==> src/rtl/arth_pkg.sv <==
// Shared constants for the arithmetic-unit sequencer: opcodes, FSM encoding, settle default.
package arth_pkg;

   localparam logic [1:0] OP_ADD = 2'b00;
   localparam logic [1:0] OP_MUL = 2'b01;
   localparam logic [1:0] OP_SUB = 2'b10;
   localparam logic [1:0] OP_BAD = 2'b11;

   localparam logic [2:0] ST_IDLE   = 3'd0;
   localparam logic [2:0] ST_LOAD   = 3'd1;
   localparam logic [2:0] ST_SETTLE = 3'd2;
   localparam logic [2:0] ST_EXEC   = 3'd3;
   localparam logic [2:0] ST_DONE   = 3'd4;

   localparam int SETTLE_CYC_DEF = 2;

endpackage

==> src/rtl/arth_rr_arbiter.sv <==
// 2-way request arbiter. ARTH_SEQ_RR_EN selects round-robin; otherwise requester 0 has fixed priority.
module arth_rr_arbiter (
   input  logic       clock,
   input  logic       reset,
   input  logic [1:0] req,
   input  logic       advance,
   output logic       grant_valid,
   output logic       gid
);

   assign grant_valid = |req;

`ifdef ARTH_SEQ_RR_EN
   logic ptr_q;  // requester that wins a tie

   always_ff @(posedge clock or negedge reset) begin
      if (!reset)                      ptr_q <= 1'b0;
      else if (advance && grant_valid) ptr_q <= ~gid;
   end

   always_comb begin
      if (req[0] && req[1]) gid = ptr_q;
      else                  gid = req[1];
   end
`else
   logic unused_ok;
   assign unused_ok = ^{clock, reset, advance};
   assign gid       = ~req[0] & req[1];
`endif

endmodule

==> src/rtl/arth_sequencer.sv <==
// Two-requester sequencer owning the 4-bit arithmetic unit (opcode load, precharge, execute, ack).
// Build option: ARTH_SEQ_RR_EN enables round-robin arbitration in arth_rr_arbiter.
module arth_sequencer
   import arth_pkg::*;
#(
   parameter int SETTLE_CYC = SETTLE_CYC_DEF
) (
   input  logic        clock,
   input  logic        reset,
   input  logic        req0,
   input  logic        req1,
   input  logic [1:0]  op0,
   input  logic [1:0]  op1,
   input  logic [3:0]  a0,
   input  logic [3:0]  b0,
   input  logic [3:0]  a1,
   input  logic [3:0]  b1,
   output logic        ack0,
   output logic        ack1,
   output logic [15:0] result,
   output logic        err,
   output logic        busy,
   output logic [3:0]  au_v1,
   output logic [3:0]  au_v2,
   output logic [1:0]  au_opcode,
   output logic        au_newop,
   input  logic [15:0] au_ans
);

   localparam int CW = $clog2(SETTLE_CYC + 1);

   logic [2:0]    state_q, state_d;
   logic [CW-1:0] cnt_q, cnt_d;
   logic          gid_q, err_q, last_vld_q;
   logic [1:0]    op_q, opc_q, last_op_q;
   logic [3:0]    a_q, b_q, v1_q, v2_q;
   logic [15:0]   result_q;
   logic          grant_valid, gnt_id, advance;
   logic [1:0]    sel_op;

   arth_rr_arbiter u_arb (
      .clock       (clock),
      .reset       (reset),
      .req         ({req1, req0}),
      .advance     (advance),
      .grant_valid (grant_valid),
      .gid         (gnt_id)
   );

   assign advance = (state_q == ST_IDLE) && grant_valid;
   assign sel_op  = gnt_id ? op1 : op0;

   always_comb begin
      state_d = state_q;
      cnt_d   = cnt_q;
      case (state_q)
         ST_IDLE: begin
            if (grant_valid) begin
               if (sel_op == OP_BAD) begin
                  state_d = ST_DONE;
               end else if (last_vld_q && (sel_op == last_op_q)) begin
                  state_d = ST_SETTLE;
                  cnt_d   = CW'(1);
               end else begin
                  state_d = ST_LOAD;
               end
            end
         end
         ST_LOAD: begin
            state_d = ST_SETTLE;
            cnt_d   = CW'(SETTLE_CYC);
         end
         ST_SETTLE: begin
            cnt_d = cnt_q - CW'(1);
            if (cnt_q == CW'(1)) state_d = ST_EXEC;
         end
         ST_EXEC: state_d = ST_DONE;
         default: state_d = ST_IDLE;
      endcase
   end

   always_ff @(posedge clock or negedge reset) begin
      if (!reset) begin
         state_q    <= ST_IDLE;
         cnt_q      <= '0;
         gid_q      <= 1'b0;
         op_q       <= '0;
         a_q        <= '0;
         b_q        <= '0;
         opc_q      <= '0;
         last_op_q  <= '0;
         last_vld_q <= 1'b0;
         v1_q       <= '0;
         v2_q       <= '0;
         result_q   <= '0;
         err_q      <= 1'b0;
      end else begin
         state_q <= state_d;
         cnt_q   <= cnt_d;
         case (state_q)
            ST_IDLE: begin
               if (grant_valid) begin
                  gid_q <= gnt_id;
                  op_q  <= sel_op;
                  a_q   <= gnt_id ? a1 : a0;
                  b_q   <= gnt_id ? b1 : b0;
                  err_q <= (sel_op == OP_BAD);
                  if (sel_op == OP_BAD) result_q <= '0;
               end
            end
            ST_LOAD: begin
               opc_q      <= op_q;
               last_op_q  <= op_q;
               last_vld_q <= 1'b1;
            end
            ST_EXEC: begin
               result_q <= au_ans;
               v1_q     <= a_q;
               v2_q     <= b_q;
            end
            default: ;
         endcase
      end
   end

   // Inverted operands in SETTLE guarantee the unit sees an operand change in EXEC.
   assign au_v1     = (state_q == ST_SETTLE) ? ~a_q : (state_q == ST_EXEC) ? a_q : v1_q;
   assign au_v2     = (state_q == ST_SETTLE) ? ~b_q : (state_q == ST_EXEC) ? b_q : v2_q;
   assign au_opcode = (state_q == ST_LOAD) ? op_q : opc_q;
   assign au_newop  = (state_q == ST_LOAD);
   assign busy      = (state_q != ST_IDLE);
   assign ack0      = (state_q == ST_DONE) && !gid_q;
   assign ack1      = (state_q == ST_DONE) &&  gid_q;
   assign result    = result_q;
   assign err       = err_q;

endmodule

==> config.mk <==
export PLATFORM = sky130hd
export DESIGN_NAME = arth_sequencer
export DESIGN_NICKNAME = d
export VERILOG_FILES = /design/src/rtl/arth_pkg.sv /design/src/rtl/arth_rr_arbiter.sv /design/src/rtl/arth_sequencer.sv
export SDC_FILE = /design/constraint.sdc
export NUM_CORES = 1
export LEC_CHECK = 0
export CAP_MARGIN = 20
export CORE_MARGIN = 2
export CORE_UTILIZATION = 48
export CTS_CLUSTER_DIAMETER = 40
export DETAILED_ROUTE_END_ITERATION = 12
export PLACE_DENSITY = 0.8
export REMOVE_ABC_BUFFERS = 1
export SLEW_MARGIN = 40
export SYNTH_ARGS = -nofsm -noshare
export SYNTH_HDL_FRONTEND = slang
export SYNTH_HIERARCHICAL = 1
export SYNTH_SLANG_ARGS = --single-unit
==> constraint.sdc <==
create_clock -name clock -period 4.2 [get_ports clock]
set_clock_uncertainty 0.1 [all_clocks]
set_input_delay 0.63 -clock clock [delete_from_list [all_inputs] [get_ports clock]]
set_output_delay 0.63 -clock clock [all_outputs]
set_load 0.02 [all_outputs]
==> results of run 1 <==
[final cells by class]
cell class	instances	area, um2	area share [%]
timing repair buffer	71	706	23.7
tap	52	65.1	2.19
sequential	46	1150	38.7
inverter	5	18.8	0.631
clock buffer	5	68.8	2.31
multi-input combinational	120	920	30.9
clock inverter	3	43.8	1.47
[synth_stat cells, types with 2 or more instances]
| master | n | share of area (%) |
|---|---|---|
| a21oi_1 | 14 | 3.2 |
| a22o_1 | 16 | 6.4 |
| and2_1 | 2 | 0.57 |
| buf_2 | 5 | 1.1 |
| buf_4 | 2 | 0.69 |
| buf_6 | 4 | 2.1 |
| dfrtp_1 | 46 | 53 |
| inv_1 | 3 | 0.52 |
| inv_2 | 2 | 0.34 |
| mux2_1 | 4 | 2.1 |
| mux2_2 | 10 | 5.2 |
| mux2i_1 | 10 | 4.6 |
| nand2_1 | 9 | 1.6 |
| nor2_1 | 11 | 1.9 |
| o21ai_0 | 10 | 2.3 |
| o22ai_1 | 2 | 0.57 |
| xor2_1 | 10 | 4.0 |
[metrics by stage]
step / power [mW] / cells / area, um2 / util (%)
after global placement: 2.10 / 294 / 2860 / 65.6
after CTS: 2.48 / 302 / 2970 / 68.2
final: 2.45 / 302 / 2970 / 68.3
after global routing: 2.63 / 302 / 2970 / 68.3
after detailed placement: 2.14 / 294 / 2860 / 65.7
after floorplan: 1.59 / 171 / 2090 / -
[sequential cells by signal (all words and copies together), names as in the netlist, 3 cells and up]
name     count
result      16
b_q          4
v1_q         4
state_q      3
a_q          4
v2_q         4
[logic make-up after synthesis]
logic type      after synthesis  synth area share (%)
compound gates               49                  16.0
flops                        46                  52.9
simple gates                 36                  9.77
mux                          24                  11.8
buf+inv                      17                  4.94
xor+xnor                     10                  4.02
fa+ha+maj                     1                 0.575
[report_power, final]
part / internal (mW) / leakage [nW] / switching (mW) / total [mW]
Clock: 0.178 / 0.0585 / 0.149 / 0.327
Sequential: 0.665 / 0.548 / 0.175 / 0.840
Combinational: 0.638 / 0.655 / 0.643 / 1.28
Total: 1.48 / 1.26 / 0.968 / 2.45
[worst register-to-register path: stages (launching register included)]
cell,delay [ns]
dfrtp_1,0.62
nand2b_1,0.52
nor2_8,0.52
o22ai_4,0.26
a22o_1,0.25
[metal layers]
layer  up-vias  global-route usage [%]
met1       742                    24.2
met3         6                    6.89
met2        66                    30.3
met4         0                    5.87
met5         -                       0
li1        786                       -
[final timing paths]
kind / startpoint / endpoint / slack, ns
min in group clock: err / err / 0.40
hold reg to reg: err / err / 0.40
setup reg to reg: state_q[1] / result[8] / 1.83
max in group asynchronous: reset / last_vld_q / 3.39
hold / removal: reset / cnt_q[1] / 0.22
setup / recovery: state_q[0] / au_opcode[0] / 0.77
==> summary.txt, run 1 <==
Cells and area
  – Area grow syn2layout: 36.6%
  – Most common cell after layout, fill and taps aside: clkdlybuf4s50_1
  – Fraction of layout cells with a size suffix above 1: 12.4%
  – # fillers: 340
  – Commonest non-fill, non-tap cells in the layout: clkdlybuf4s50_1 (69), dfrtp_1 (46), a22o_1 (16)
  – NumNets Final: 290
  – ANT cells: 0

Timing
  – Pins Over Slew Limit: 0
  – Slew @ Worst Pin: 0.773 ns
  – Fin. Hold Viols: 0
  – Post-layout worst setup margin: 0.775 ns
  – Max Freq: 292 MHz
  – Slew HR: 48.4%
  – Crit path time final: approximately 3.4 ns
  – Total negative setup slack: 0 ns
  – Final Cycle Share: 81.6%
  – RSZ-0062 raised after global routing: false
  – Hold slack: 0.224 ns
  – Final setup fails: 0

Detailed routing
  – WL final: 4430 um
  – DR WL met2: roughly 2100 um
  – DRT Pass-1 Iters: 4
  – Routed vias: 1600
  – # DRC: 0
  – Post-route ant nets: 0
  – Vias per cell: 5.30
  – DR top layer: met4
  – Metal-1 WL: 1880 um
  – Met3 Wirelength: between 300 and 400 um
  – Routed WL per cell: around 15 um
  – Initial DRC Count: 76

Clock network
  – Clk_lat worst skew: roughly 0.3 ns
  – Clock Sinks: 46
  – Root buffer cell: clkbuf_8
  – Register clock-pin slew on the reported worst setup and hold paths: approximately 0.08 ns
  – Clk buf depth: 2
  – Post-CTS Hold Buffers: 0
  – CTS tree: yes
  – Post_cts resized: 0
  – Post-CTS Setup Bufs: 0
  – CTS Buf Count: 5
  – H-tree depth: 2

Critical path
  – Crit path arrival time: 2.70 ns
  – R2R cell count: 4
  – Worst path depth: 4
  – Crit start category: flip-flop
  – Crit. End Element: output pin
  – Slowest CP cell: dfrtp_1
  – CP Max Fanout: 17
  – Crit-path max cell delay: between 0.8 and 0.9 ns
  – Cell family with most CP delay: buffers and inverters
  – Setup Crit Path Kind: reg2out
  – CP Data Required Time: between 3 and 4 ns
  – Worst Path Buf+Inv: 2
  – CP Cell Sequence: inv_1, nor3_4, mux2_2, clkdlybuf4s50_1

Global route
  – Initial antenna violation count: 0
  – Gr ovfl total: 0
  – All-layer global routing usage: a little under a fifth
  – First-pass GRT wire length: 7550 um
  – Largest net degree at the start of global routing: 47
  – Vias in the first global route: 1601

Die
  – Full die area: just over 5000 um2
  – Ports: 71
  – Die Wd: 71.3 um
  – Area of the core: 4350 um2
  – Die Ht: 71.3 um
  – Starting density of the core: 50.0%
  – # rows: 24

Synth
  – Cell Area, Synth: between 2000 and 2500 um2
  – Ys flop type: dfrtp_1
  – Post-synth EDFFs: 0
  – Asr flop ratio synth: 100%
  – Post-Syn Instances: 183
  – Ys Warns: 6
  – Register area share after synthesis: 52.9%
  – Distinct cells, synth: 40
  – Number of synthesized register bits: 46
  – Mapped Avg Cell Area: 11.9 um2

Job
  – Maxcap violations: 0

Placed design
  – DP Worst Slack: ~1.1 ns
  – GPL Wtd Cong: 0.768
  – Port buffer count: 70
  – HPWL after detailed placement: 3050 um

Pwr
  – Leak Pwr: 1.26 nW
  – Cell Pwr Density: 824 nW/um2
  – Peak VDD IR: ~0.00045 V

Outcome
  – Outcome: finished clean

Worst hold path
  – HP Class: in2async
Note: power is estimated with default switching activity, not from simulation.
==> inputs of run 2 (changes only) <==
- CORE_UTILIZATION: 48 -> 46
- PLACE_DENSITY: 0.8 -> 0.77
- clock period: 4.2 -> 3.45 ns (I/O delays scaled with it)
==> summary.txt, run 2 (synthesis gave the netlist of run 1 again) <==
Cells and area
  – ANT cells: 0 (unchanged)
  – Area grow syn2layout: 35.9%
  – Most common cell after layout, fill and taps aside: clkdlybuf4s50_1
  – # fillers: 392 (+15%)
  – Commonest non-fill, non-tap cells in the layout: clkdlybuf4s50_1 (69), dfrtp_1 (46), a22o_1 (16)
  – Register area: 1150 um2 (unchanged)
  – Max reg flops: 16 (unchanged)
  – NumNets Final: 292 (+0.69%)
  – Multi-input logic area: 918 um2 (-0.14%)
  – Fraction of layout cells with a size suffix above 1: 12.0% (-0.40 points)

Critical path
  – R2R Path End: result[5]
  – Slowest CP cell: clkdlybuf4s50_1
  – R2R setup slack: 1.10 ns (-0.73 ns)
  – CP Data Required Time: 2.83 ns (-0.64 ns)
  – Worst path depth: 3 (-1)
  – Crit-path max cell delay: 0.64 ns (-0.17 ns)
  – CP endpoint: au_v1[1]
  – CP Max Fanout: 19 (+2)
  – R2R Path Start: state_q[1]
  – Crit. End Element: output pin
  – CP Launch Point: state_q[1]
  – CP Cell Sequence: nand2b_1, o21ai_0, clkdlybuf4s50_1
  – Crit path arrival time: 2.34 ns (-0.36 ns)
  – Crit start category: flip-flop
  – R2R cell count: 4 (unchanged)
  – Worst Path Buf+Inv: 1 (-1)
  – Setup Crit Path Kind: reg2out
  – Cell family with most CP delay: buffers and inverters

Pwr
  – Peak VDD IR: 0.000453 V (+1.4%)
  – Leak Pwr: 1.26 nW (-0.46%)
  – Cell Pwr Density: 980 nW/um2 (+19%)

Die
  – Full die area: 5300 um2 (+4.1%)
  – Starting density of the core: 47.0% (-3.0 points)
  – # rows: 25 (+4.2%)
  – Die Ht: 72.8 um (+2.0%)
  – Area of the core: 4630 um2 (+6.3%)
  – Ports: 71 (unchanged)
  – Die Wd: 72.8 um (+2.0%)

Global route
  – Gr ovfl total: 0 (unchanged)
  – Vias in the first global route: 1584 (-1.1%)
  – First-pass GRT wire length: 7270 um (-3.7%)
  – Largest net degree at the start of global routing: 47 (unchanged)
  – All-layer global routing usage: 17.9% (-1.1 points)
  – Initial antenna violation count: 0 (unchanged)

Clock network
  – Root buffer cell: clkbuf_8
  – Post-CTS Setup Bufs: 0 (unchanged)
  – Post-CTS Hold Buffers: 0 (unchanged)
  – Register clock-pin slew on the reported worst setup and hold paths: 0.08 ns (about the same)
  – Post_cts resized: 0 (unchanged)
  – H-tree depth: 2 (unchanged)
  – Clock Sinks: 46 (unchanged)
  – Clk_lat worst skew: 0.29 ns (about the same)
  – Clk buf depth: 2 (unchanged)
  – CTS Buf Count: 5 (unchanged)
  – CTS tree: yes

Placed design
  – Port buffer count: 70 (unchanged)
  – DP Worst Slack: 0.789 ns (-0.321 ns)
  – GPL Wtd Cong: 0.736 (-4.2%)
  – HPWL after detailed placement: 3110 um (+1.7%)

Timing
  – Final setup fails: 0 (unchanged)
  – Slew HR: 50.2% (+1.7 points)
  – Crit path time final: 2.96 ns
  – Fin. Hold Viols: 0 (unchanged)
  – Max Freq: ~340 MHz
  – Pins Over Slew Limit: 0 (unchanged)
  – RSZ-0062 raised after global routing: false
  – Post-layout worst setup margin: 0.491 ns (-0.284 ns)
  – Total negative setup slack: 0 ns (unchanged)
  – Final Cycle Share: 85.8%
  – Slew @ Worst Pin: 0.747 ns (-0.0260 ns)

Detailed routing
  – WL final: 4370 um (-1.3%)
  – # DRC: 0 (unchanged)
  – Routed WL per cell: 14.4 um (-1.9%)
  – DRT Pass-1 Iters: 6 (+2)
  – Post-route ant nets: 0 (unchanged)
  – Initial DRC Count: 68 (-11%)
  – Routed vias: 1608 (+0.50%)
  – Vias per cell: 5.29 (-0.16%)

Outcome
  – Outcome: finished clean

Job
  – Maxcap violations: 0 (unchanged)

Worst hold path
  – HP Class: in2async
==> run 2: how the worst min path moves through the flow <==
| stage | start | endpoint | slack, ns | cells after the start |
|---|---|---|---|---|
| detailed placement | last_vld_q | last_vld_q | 0.38 | 1 |
| finish | reset | result[11] | 0.12 | 1 |
| floorplan | reset | a_q[0] | 0.12 | 0 |
| global placement | v1_q[2] | v1_q[2] | 0.37 | 1 |
| CTS | reset | result[15] | 0.13 | 1 |
| global route | reset | result[2] | 0.16 | 1 |
==> run 2: final cells by class <==
class	instances	area share, %
multi-input cells	120	31.0
clock buffers	6	2.79
well taps	54	2.28
flip-flops and latches	46	38.9
repair buffers	73	24.4
inverters	5	0.634
==> run 2: worst reg2reg max path: stages (launching register included) <==
cell and delay (ns):
dfrtp_1 0.60, nand2b_1 0.50, nor2_8 0.52, o22ai_4 0.26
a22o_1 0.25
==> run 2: per-stage QoR <==
stage | power (mW) | std cells | util, % | cell area, um2 | hold WS [ns]
CTS | 2.93 | 304 | 63.9 | 2960 | 0.132
detailed placement | 2.60 | 298 | 62.1 | 2880 | 0.376
finish | 2.90 | 304 | 63.9 | 2960 | 0.125
global route | 3.12 | 304 | 63.9 | 2960 | 0.159
global placement | 2.57 | 298 | 62.1 | 2870 | 0.369
floorplan | 1.94 | 171 | - | 2090 | 0.122
==> run 2: power by group <==
part	internal, mW	switching [mW]
Sequential	0.810	0.186
Combinational	0.788	0.799
Clock	0.155	0.162
Total	1.75	1.15
==> run 2: per-layer routing <==
layer / GRT usage (%) / vias to the layer above / part of all wire (%)
met5: 0 / - / 0
met4: 5.56 / 0 / 0.89
met3: 5.39 / 5 / 7.8
met2: 28.0 / 55 / 47
met1: 24.0 / 762 / 44
li1: - / 786 / -
==> inputs of run 3 (changes only) <==
- clock period: 3.45 -> 3 ns (I/O delays scaled with it)
==> summary.txt, run 3 (synthesis gave the netlist of run 1 again) <==
Outcome
  – Outcome: finished clean

Critical path
  – CP Max Fanout: 17 (-2)
  – R2R cell count: 5 (+1)
  – Crit path arrival time: 2.09 ns (-0.25 ns)
  – Slowest CP cell: dfrtp_1
  – CP Data Required Time: 2.45 ns (-0.38 ns)
  – Crit. End Element: output pin
  – Setup Crit Path Kind: reg2out
  – Crit start category: flip-flop
  – R2R Path End: result[4]
  – R2R Path Start: state_q[1]
  – Crit-path max cell delay: 0.64 ns (about the same)
  – R2R setup slack: 0.77 ns (-0.33 ns)
  – CP Cell Sequence: nand2b_2, o21ai_0, clkdlybuf4s50_1

Detailed routing
  – Met3 Wirelength: 288 um (-16%)
  – WL final: 4560 um (+4.3%)
  – # DRC: 0 (unchanged)
  – Routed vias: 1599 (-0.56%)
  – DR WL met2: 2180 um (+5.3%)
  – Routed WL per cell: 14.8 um (+3.3%)
  – Metal-1 WL: 2040 um (+6.2%)
  – Post-route ant nets: 0 (unchanged)
  – DRT Pass-1 Iters: 6 (unchanged)
  – Vias per cell: 5.21 (-1.5%)
  – Initial DRC Count: 57 (-16%)
  – DR top layer: met4

Timing
  – RSZ-0062 raised after global routing: false
  – Pins Over Slew Limit: 0 (unchanged)
  – Final Cycle Share: 88.1%
  – Crit path time final: 2.64 ns
  – Slew HR: 62.7% (+13 points)
  – Fin. Hold Viols: 0 (unchanged)
  – Max Freq: 379 MHz
  – Final setup fails: 0 (unchanged)
  – Slew @ Worst Pin: 0.559 ns (-0.188 ns)
  – Total negative setup slack: 0 ns (unchanged)

Global route
  – Gr ovfl total: 0 (unchanged)
  – First-pass GRT wire length: 7530 um (+3.7%)
  – All-layer global routing usage: 18.6% (+0.76 points)
  – Largest net degree at the start of global routing: 47 (unchanged)
  – Initial antenna violation count: 0 (unchanged)
  – Vias in the first global route: 1600 (+1.0%)

Cells and area
  – Most common cell after layout, fill and taps aside: clkdlybuf4s50_1
  – Area grow syn2layout: 37.8%
  – NumNets Final: 293 (+0.34%)
  – ANT cells: 0 (unchanged)
  – # fillers: 388 (-1.0%)
  – Max reg flops: 16 (unchanged)
  – Commonest non-fill, non-tap cells in the layout: clkdlybuf4s50_1 (69), dfrtp_1 (46), a22o_1 (16)
  – Fraction of layout cells with a size suffix above 1: 13.4% (+1.4 points)
  – Design area: 3000 um2 (+1.4%)

Clock network
  – H-tree depth: 2 (unchanged)
  – Clk buf depth: 2 (unchanged)
  – Clock Sinks: 46 (unchanged)
  – Post-CTS Hold Buffers: 0 (unchanged)
  – CTS Buf Count: 5 (unchanged)
  – Clk_lat worst skew: 0.29 ns (about the same)
  – Root buffer cell: clkbuf_8
  – CTS tree: yes
  – Register clock-pin slew on the reported worst setup and hold paths: 0.09 ns (about the same)

Worst hold path
  – HP Class: in2async

Pwr
  – Peak VDD IR: 0.000741 V (+64%)
  – Clock share of power: 13.2% (+2.3 points)
  – Pint: 2.10 mW (+20%)
  – Sequential power share: 33.4% (-1.0 points)
  – Leak Pwr: 1.28 nW (+1.6%)
  – Comb power frac: 53.4% (-1.3 points)
  – P_sw: 1.36 mW (+19%)
  – Sw Ratio: 39.4% (-0.19 points)
  – Cell Pwr Density: 1150 nW/um2 (+18%)

Die
  – Die Ht: 72.8 um (unchanged)
  – Full die area: 5300 um2 (unchanged)
  – # rows: 25 (unchanged)
  – Starting density of the core: 47.0% (unchanged)
  – Die Wd: 72.8 um (unchanged)
  – Area of the core: 4630 um2 (unchanged)
  – Ports: 71 (unchanged)

Placed design
  – HPWL after detailed placement: 3230 um (+4.1%)
  – Cell Area, Placed: 2880 um2 (+0.26%)
  – Port buffer count: 70 (unchanged)
  – GPL Wtd Cong: 0.705 (-4.1%)

Job
  – Maxcap violations: 0 (unchanged)
==> run 3: changes by cell type in the layout (fill, tap and decap cells not counted), sizes merged <==
cell	before	now
clkinv	0	1
clkbuf	6	5
buf	4	5
bufinv	0	1
inv	5	6
==> run 3: power by group through the flow <==
| stage | Combinational, mW | Sequential [mW] | Clock, mW |
|---|---|---|---|
| 2_1_floorplan | 0.946 | 1.28 | 0 |
| 3_3_place_gp | 1.82 | 1.15 | 0 |
| 3_5_place_dp | 1.87 | 1.16 | 0 |
| 4_1_cts | 1.87 | 1.16 | 0.471 |
| 5_1_grt | 2.02 | 1.21 | 0.496 |
| 6_report | 1.85 | 1.16 | 0.458 |
==> run 3: metrics by stage <==
| stage | setup WS (ns) | util, % | hold slack [ns] | power, mW | std cells |
|---|---|---|---|---|---|
| after floorplan | 0.683 | - | 0.0544 | 2.23 | 171 |
| after global placement | 0.580 | 62.2 | 0.367 | 2.97 | 299 |
| after detailed placement | 0.490 | 62.3 | 0.374 | 3.03 | 299 |
| after CTS | 0.153 | 64.7 | 0.0559 | 3.50 | 307 |
| after global routing | 0.184 | 64.8 | 0.0728 | 3.72 | 307 |
| final | 0.358 | 64.8 | 0.0392 | 3.46 | 307 |
==> run 3: layout make-up <==
class | count | area [um2] | area share [%]
inverters | 5 | 18.8 | 0.626
multi-input cells | 120 | 921 | 30.7
repair buffers | 74 | 728 | 24.3
flip-flops and latches | 46 | 1150 | 38.4
well taps | 54 | 67.6 | 2.25
clock buffers | 5 | 68.8 | 2.29
clock inverters | 3 | 43.8 | 1.46
==> run 3: how the worst max path moves through the flow <==
stage                from           end  slack [ns]  cells past startpoint
2_1_floorplan  state_q[0]  au_opcode[0]        0.68                      3
3_5_place_dp   state_q[1]      au_v1[3]        0.49                      3
6_report       state_q[1]      au_v1[3]        0.36                      3
3_3_place_gp   state_q[1]      au_v2[0]        0.58                      3
5_1_grt        state_q[1]      au_v2[2]        0.18                      3
4_1_cts        state_q[1]      au_v1[3]        0.15                      3
==> run 3: repair_timing <==
| action | in CTS | in global routing |
|---|---|---|
| gates resized for setup | 0 | 1 |
| setup buffers | 0 | 0 |
| endpoints found under the setup margin | 0 | 1 |
| endpoints found under the hold margin | 0 | 0 |
==> run 3: layer usage <==
layer  vias up  global-route usage [%]
met1       759                    25.4
met3         7                    5.66
met5         -                       0
met4         0                    4.94
li1        785                       -
met2        48                    29.1
==> run 3: worst max-delay path: cells and delay by family, from the launching register on <==
kind,cells,cell delay [ns]
simple gates,1,0.29
compound gates,1,0.24
buf+inv,1,0.62
flops,1,0.64
